===== src/rtl/instruction_memory_loader.sv =====
// Byte-serial LEGv8 program loader: packs MSB-first bytes into 32-bit words and writes them to imem.
// Optional trailing XOR checksum byte when LOADER_CHECKSUM_EN is defined.
module instruction_memory_loader #(
  parameter int ADDR_WIDTH = 6
) (
  input  logic                  clk,
  input  logic                  reset,
  input  logic                  load_start,
  input  logic [ADDR_WIDTH:0]   word_count,
  input  logic                  byte_valid,
  input  logic [7:0]            byte_data,
  output logic                  byte_ready,
  output logic                  imem_write_en,
  output logic [ADDR_WIDTH-1:0] imem_write_addr,
  output logic [31:0]           imem_write_data,
  output logic                  cpu_reset,
  output logic                  busy,
  output logic                  load_done,
  output logic                  load_error
);

`ifdef LOADER_CHECKSUM_EN
  typedef enum logic [2:0] {S_IDLE, S_COLLECT, S_WRITE, S_CHECK, S_DONE} state_t;
`else
  typedef enum logic [2:0] {S_IDLE, S_COLLECT, S_WRITE, S_DONE} state_t;
`endif

  localparam logic [ADDR_WIDTH:0] MAX_WORDS = {1'b1, {ADDR_WIDTH{1'b0}}};

  state_t                state_q, state_d;
  logic [ADDR_WIDTH:0]   cnt_q, cnt_d;
  logic [ADDR_WIDTH:0]   words_q, words_d;   // words written; low bits double as the write address
  logic [1:0]            idx_q, idx_d;
  logic [23:0]           shift_q, shift_d;
  logic                  byte_ready_d, we_d, cpu_reset_d, busy_d, done_d, err_d;
  logic [ADDR_WIDTH-1:0] waddr_d;
  logic [31:0]           wdata_d;
  logic                  xfer;
`ifdef LOADER_CHECKSUM_EN
  logic [7:0]            csum_q, csum_d;
`endif

  assign xfer = byte_valid && byte_ready;

  always_ff @(posedge clk or posedge reset) begin
    if (reset) begin
      state_q         <= S_IDLE;
      cnt_q           <= '0;
      words_q         <= '0;
      idx_q           <= '0;
      shift_q         <= '0;
      byte_ready      <= 1'b0;
      imem_write_en   <= 1'b0;
      imem_write_addr <= '0;
      imem_write_data <= '0;
      cpu_reset       <= 1'b1;
      busy            <= 1'b0;
      load_done       <= 1'b0;
      load_error      <= 1'b0;
`ifdef LOADER_CHECKSUM_EN
      csum_q          <= '0;
`endif
    end else begin
      state_q         <= state_d;
      cnt_q           <= cnt_d;
      words_q         <= words_d;
      idx_q           <= idx_d;
      shift_q         <= shift_d;
      byte_ready      <= byte_ready_d;
      imem_write_en   <= we_d;
      imem_write_addr <= waddr_d;
      imem_write_data <= wdata_d;
      cpu_reset       <= cpu_reset_d;
      busy            <= busy_d;
      load_done       <= done_d;
      load_error      <= err_d;
`ifdef LOADER_CHECKSUM_EN
      csum_q          <= csum_d;
`endif
    end
  end

  // Next-state logic produces the next value of every output so all outputs leave a flop.
  always_comb begin
    state_d      = state_q;
    cnt_d        = cnt_q;
    words_d      = words_q;
    idx_d        = idx_q;
    shift_d      = shift_q;
    byte_ready_d = byte_ready;
    we_d         = 1'b0;
    waddr_d      = imem_write_addr;
    wdata_d      = imem_write_data;
    cpu_reset_d  = cpu_reset;
    busy_d       = busy;
    done_d       = 1'b0;
    err_d        = 1'b0;
`ifdef LOADER_CHECKSUM_EN
    csum_d       = csum_q;
`endif
    case (state_q)
      S_IDLE: begin
        byte_ready_d = 1'b0;
        busy_d       = 1'b0;
        if (load_start) begin
          if (word_count == '0 || word_count > MAX_WORDS) begin
            err_d = 1'b1;
          end else begin
            cnt_d        = word_count;
            words_d      = '0;
            idx_d        = '0;
            shift_d      = '0;
            cpu_reset_d  = 1'b1;
            busy_d       = 1'b1;
            byte_ready_d = 1'b1;
            state_d      = S_COLLECT;
`ifdef LOADER_CHECKSUM_EN
            csum_d       = '0;
`endif
          end
        end
      end
      S_COLLECT: begin
        if (xfer) begin
          shift_d = {shift_q[15:0], byte_data};
          idx_d   = idx_q + 2'd1;
`ifdef LOADER_CHECKSUM_EN
          csum_d  = csum_q ^ byte_data;
`endif
          if (idx_q == 2'd3) begin
            state_d      = S_WRITE;
            byte_ready_d = 1'b0;
            we_d         = 1'b1;
            waddr_d      = words_q[ADDR_WIDTH-1:0];
            wdata_d      = {shift_q, byte_data};
          end
        end
      end
      S_WRITE: begin
        words_d = words_q + 1'b1;
        if (words_d == cnt_q) begin
`ifdef LOADER_CHECKSUM_EN
          state_d      = S_CHECK;
          byte_ready_d = 1'b1;
`else
          state_d      = S_DONE;
          done_d       = 1'b1;
          cpu_reset_d  = 1'b0;
          busy_d       = 1'b0;
`endif
        end else begin
          state_d      = S_COLLECT;
          byte_ready_d = 1'b1;
        end
      end
`ifdef LOADER_CHECKSUM_EN
      S_CHECK: begin
        if (xfer) begin
          byte_ready_d = 1'b0;
          busy_d       = 1'b0;
          if (byte_data == csum_q) begin
            state_d     = S_DONE;
            done_d      = 1'b1;
            cpu_reset_d = 1'b0;
          end else begin
            state_d = S_IDLE;
            err_d   = 1'b1;
          end
        end
      end
`endif
      S_DONE: state_d = S_IDLE;
      default: state_d = S_IDLE;
    endcase
  end

endmodule


===== config.mk =====
export PLATFORM = sky130hd
export DESIGN_NAME = instruction_memory_loader
export DESIGN_NICKNAME = d
export VERILOG_FILES = /design/src/rtl/instruction_memory_loader.sv
export SDC_FILE = /design/constraint.sdc
export NUM_CORES = 1
export LEC_CHECK = 0
export CAP_MARGIN = 5
export CORE_MARGIN = 5
export CORE_UTILIZATION = 45
export CTS_CLUSTER_DIAMETER = 60
export DETAILED_ROUTE_END_ITERATION = 16
export PLACE_DENSITY = 0.69
export SLEW_MARGIN = 10
export SYNTH_ARGS = -nofsm -noshare
export SYNTH_HDL_FRONTEND = slang
export SYNTH_SLANG_ARGS = --single-unit

===== constraint.sdc =====
create_clock -name clk -period 5.15 [get_ports clk]
set_input_delay 0.7725 -clock clk [delete_from_list [all_inputs] [get_ports clk]]
set_output_delay 0.7725 -clock clk [all_outputs]
set_load 0.1 [all_outputs]

# Word-level counts from Yosys, hierarchy flattened
# Cells that the tools add are included.
# word_totals
ff_bits,87
in_bits,19
output_inout_bits,44
# classes
addsub,2
n_lt_le_gt_ge,1
eq_ne,10
muxes,36
bitwise,1
n_reduce_logical,15
# ops
op,n
$mux W24,3
$pmux W24 S2,1
$mux W1,16
$reduce_and A4 Y1,4
$mux W7,2
$pmux W7 S2,1
$mux W3,4
$ne A2 B2 Y1 const B,6
$pmux W3 S3,1
$reduce_and A3 Y1,3
$mux W2,4
$add A7 B1 Y7 const B,1
$eq A7 B7 Y1,1
$gt A7 B7 Y1 const B,1
$logic_not A7 Y1,1
$pmux W1 S2,2
$pmux W2 S2,1
$reduce_bool A2 Y1,2
$eq A3 B1 Y1 const B,1
$eq A3 B2 Y1 const B,1
$logic_not A3 Y1,1
$pmux W1 S3,1
$reduce_bool A3 Y1,1
$add A2 B1 Y2 const B,1
5 further kinds,5

# Logic depth before layout (Yosys ltp)
# logic_depth
depth_word,5
ltp_mapped,9

# Worst setup path before layout
# Ideal clock, no wire load.
# synth_path
path_type,input -> register
from,input word_count[0]
to,register state_q[1]
setup_ps,128
t_arrival_ps,1998
setup_slack_ps,3023
path_stages,7
cell_sequence,nor4_4 mux2i_1 or2_1 buf_6 nand2_1 mux2i_1 o31ai_2
# synth_via
elab_chain_cells,4
# synth_rtl
element,line,rtl
from (decl),9,"input logic [ADDR_WIDTH:0] word_count,"
$gt A7 B7 Y1 or $logic_not A7 Y1 (tied branches),106,if (word_count == '0 || word_count > MAX_WORDS) begin
$logic_or A1 B1 Y1 (*),106,
$ne A2 B2 Y1 (no source line) (*),-,
$reduce_and A4 Y1 (no source line) (*),-,
to (signal assigned),64,state_q <= state_d;
to (decl),30,"state_t state_q, state_d;"
# Every way passes the cells marked *; elsewhere a longest branch is shown, timed or not.
# A chain may end at the register's enable or synchronous reset.

# Worst setup path after layout
# layout_path
from,register state_q[1]
to,register imem_write_data[21]
# layout_via
elab_chain_cells,2
# layout_rtl
element,line,rtl
$eq A3 B1 Y1,101,case (state_q)
$reduce_and A3 Y1 (no source line),-,
to (signal assigned),72,imem_write_data <= wdata_d;
to (decl),15,"output logic [31:0] imem_write_data,"
# Every way passes these cells.

==> out/results.ini <==
[setup_path]
crit_path_start_kind=flop
critPathArrivalTime_ns=3.39
path_max_fanout=39
worst-setup-path-type=reg -> reg
critPathCaptureType=flop
cp.required_ns=5.44

[layout]
diodes=0
drive_gt1_frac=0.0763
fin_nets=492
syn_to_final_growth_pct=22.2

[grt]
first_global_vias=2828
busiest_layer=met1
grt_use_met3=0.0314
grt_use_total=0.162
grtUsageMet2=0.240
use_met1=0.243
grt_overflow=0
grt_max_degree=53
grt_pass1_wl_um=13600
antenna_found_initial=0

[place]
place_hpwl_um=5560
dp_slack_ns=2.03
place.gp.congestion=0.800
portBuffers=62

[sta]
fin_skew_ns=0.0147
fin_hold_ws_ns=0.479
setup-violations-final=0
report.final.slew_viol_count=0
fin_ws_ns=2.04
hold_viol_final=0
finalSetupTns_ns=0
rsz0062_at_grt=false
fmax_ghz=0.322
max_slew_margin=0.226
period_minus_slack_ns=3.11
worstMarginPinSlew_ns=1.16
post-route-period-util=0.603

[detailed_routing]
first_pass_iters=5
drt_wl_total_um=8000
viasPerCell=5.07
drc_errors=0
wl_per_cell_um=13.9
vias=2928
drtIter0Drc=230
route.antenna.remaining_nets=0

[floorplan]
io_pins=63
die_w_um=102
core-area_mm2=0.00826
start_util=0.466
die_h_um=102
die_area_mm2=0.0105
rows=33

[synthesis]
syn_nets=439
mappedNetlistArea_mm2=0.00384
ys_top_cells_by_area=dfrtp_1, nand2_1, o21ai_1
ys_types=49
synth_edf_count=0
synthAdderAreaFrac=0.0195
synth_top_family_by_area=simple AND/OR/NAND/NOR gates
yosysSeqAreaShare=0.560
synth_ff_type=dfrtp_1
synth_warnings=0
synth_xor_area_frac=0.0159
syn_area_per_cell_um2=9.29
yosysTopAreaCellShare=0.553
synth_cells=414
synth_compound_area_frac=0.106
yosys.area.top_type=dfrtp_1
yosys.area_share.simple=0.236
ys_seq_elements=86
muxShareOfSynthArea=0.0199
async_flop_share=1.00

[hold_path]
hp-class=reg -> reg

[cts]
cts.path.max_buffers=2
cts_tree=yes
cts_resized=0
cts-buffers-inserted=9
clkTransAtPathRegs_ns=0.09
cts_hold_buf=0
cts_sinks=86
clockRootBuffer=clkbuf_8
clkLatencyLatePin_ns=0.36
htreeDepth=3
postCtsSetupBuffers=0

[power_and_ir_drop]
p_leak_nw=2.16
powerDensity_mw_per_mm2=504
peakVddDrop_v=0.000352

[flow_run]
max_cap_viol_count=0

[status]
outcome=complete, no violations

==> stage by stage <==
step	total power, mW	util	instance area, µm²	std cells
final	2.37	0.569	4700	577
after global routing	2.51	0.569	4700	577
after CTS	2.39	0.569	4700	577
after detailed placement	1.88	0.543	4480	561
after global placement	1.86	0.543	4480	561
after floorplan	1.71	-	3840	414
==> critical path, stage by stage (launching register included) <==
cell     delay [ns]
dfrtp_1        0.43
inv_1          0.10
ha_1           0.86
nand4_1        0.15
buf_4          0.32
inv_1          0.88
nand2_1        0.18
nand2_1        0.10
==> sequential cells by signal, indices dropped and copies added (netlist names) <==
signal / count
imem_write_addr: 6
byte_ready: 1
imem_write_en: 1
state_q: 2
words_q: 7
imem_write_data: 32
load_done: 1
idx_q: 2
cnt_q: 7
busy: 1
load_error: 1
shift_q: 24
cpu_reset: 1
==> cells in the mapped netlist, types with 3 or more instances <==
cell type and instances:
inv_1 9, a31oi_1 3, o21ai_0 15, buf_4 3
dfrtp_1 85, clkbuf_1 11, a21oi_1 5, xnor2_1 5
nor2_1 11, ha_1 6, nand2_1 173, buf_2 4
nand3_1 5, o21ai_1 26, buf_6 4, mux2_2 5
==> worst paths after layout <==
path | start | end | slack (ns) | cells past startpoint
setup / recovery | state_q[1]$_DFFE_PP0P_ | imem_write_data[21]$_DFFE_PP0P_ | 2.04 | 7
setup reg to reg | state_q[1]$_DFFE_PP0P_ | imem_write_data[21]$_DFFE_PP0P_ | 2.04 | 7
hold reg to reg | imem_write_data[21]$_DFFE_PP0P_ | imem_write_data[21]$_DFFE_PP0P_ | 0.48 | 2
min in group asynchronous | reset | imem_write_en$_DFF_PP0_ | 0.79 | 2
hold / removal | imem_write_data[21]$_DFFE_PP0P_ | imem_write_data[21]$_DFFE_PP0P_ | 0.48 | 2
max in group asynchronous | reset | imem_write_data[13]$_DFFE_PP0P_ | 3.31 | 3
==> cell type report <==
type	instances	area, µm²
clock buffer	9	124
clock inverter	7	88.8
fill	777	3560
inverter	9	35.0
multi-input combinational	297	1530
sequential	86	2150
tap	105	131
timing repair buffer	64	636
==> placed cells by master, fill, tap and decap left out, drive strengths merged, types with 2 or more instances in the layout <==
master and count:
o21ai 41, nor2 11, xnor2 5, clkbuf 9, nand3b 2, mux2 5
o31ai 3, nand3 6, a31oi 3, ha 6, dfrtp 85, mux2i 2
and2 2, o41ai 2, nand2b 2, inv 12, clkinv 2, nand2 174
clkdlybuf4s50 62, a21oi 7, o2111ai 2, nand4bb 2, and3 3, buf 2
xor2 2
==> power breakdown <==
part	switching, mW	internal [mW]	total (mW)
Sequential	0.127	0.821	0.948
Clock	0.266	0.237	0.502
Combinational	0.663	0.255	0.919
==> cells by family after synthesis <==
group	count (synthesis)
simple gates	211
flops	86
compound gates	66
buf+inv	31
xor+xnor	7
mux	7
fa+ha+maj	6
==> metal layers <==
layer  vias to the layer above  share of wire
met2                        71           0.45
met5                         -              0
met3                        12          0.042
met1                      1381           0.49
li1                       1464              -
met4                         0          0.011
(Power assumes the default switching activity.)
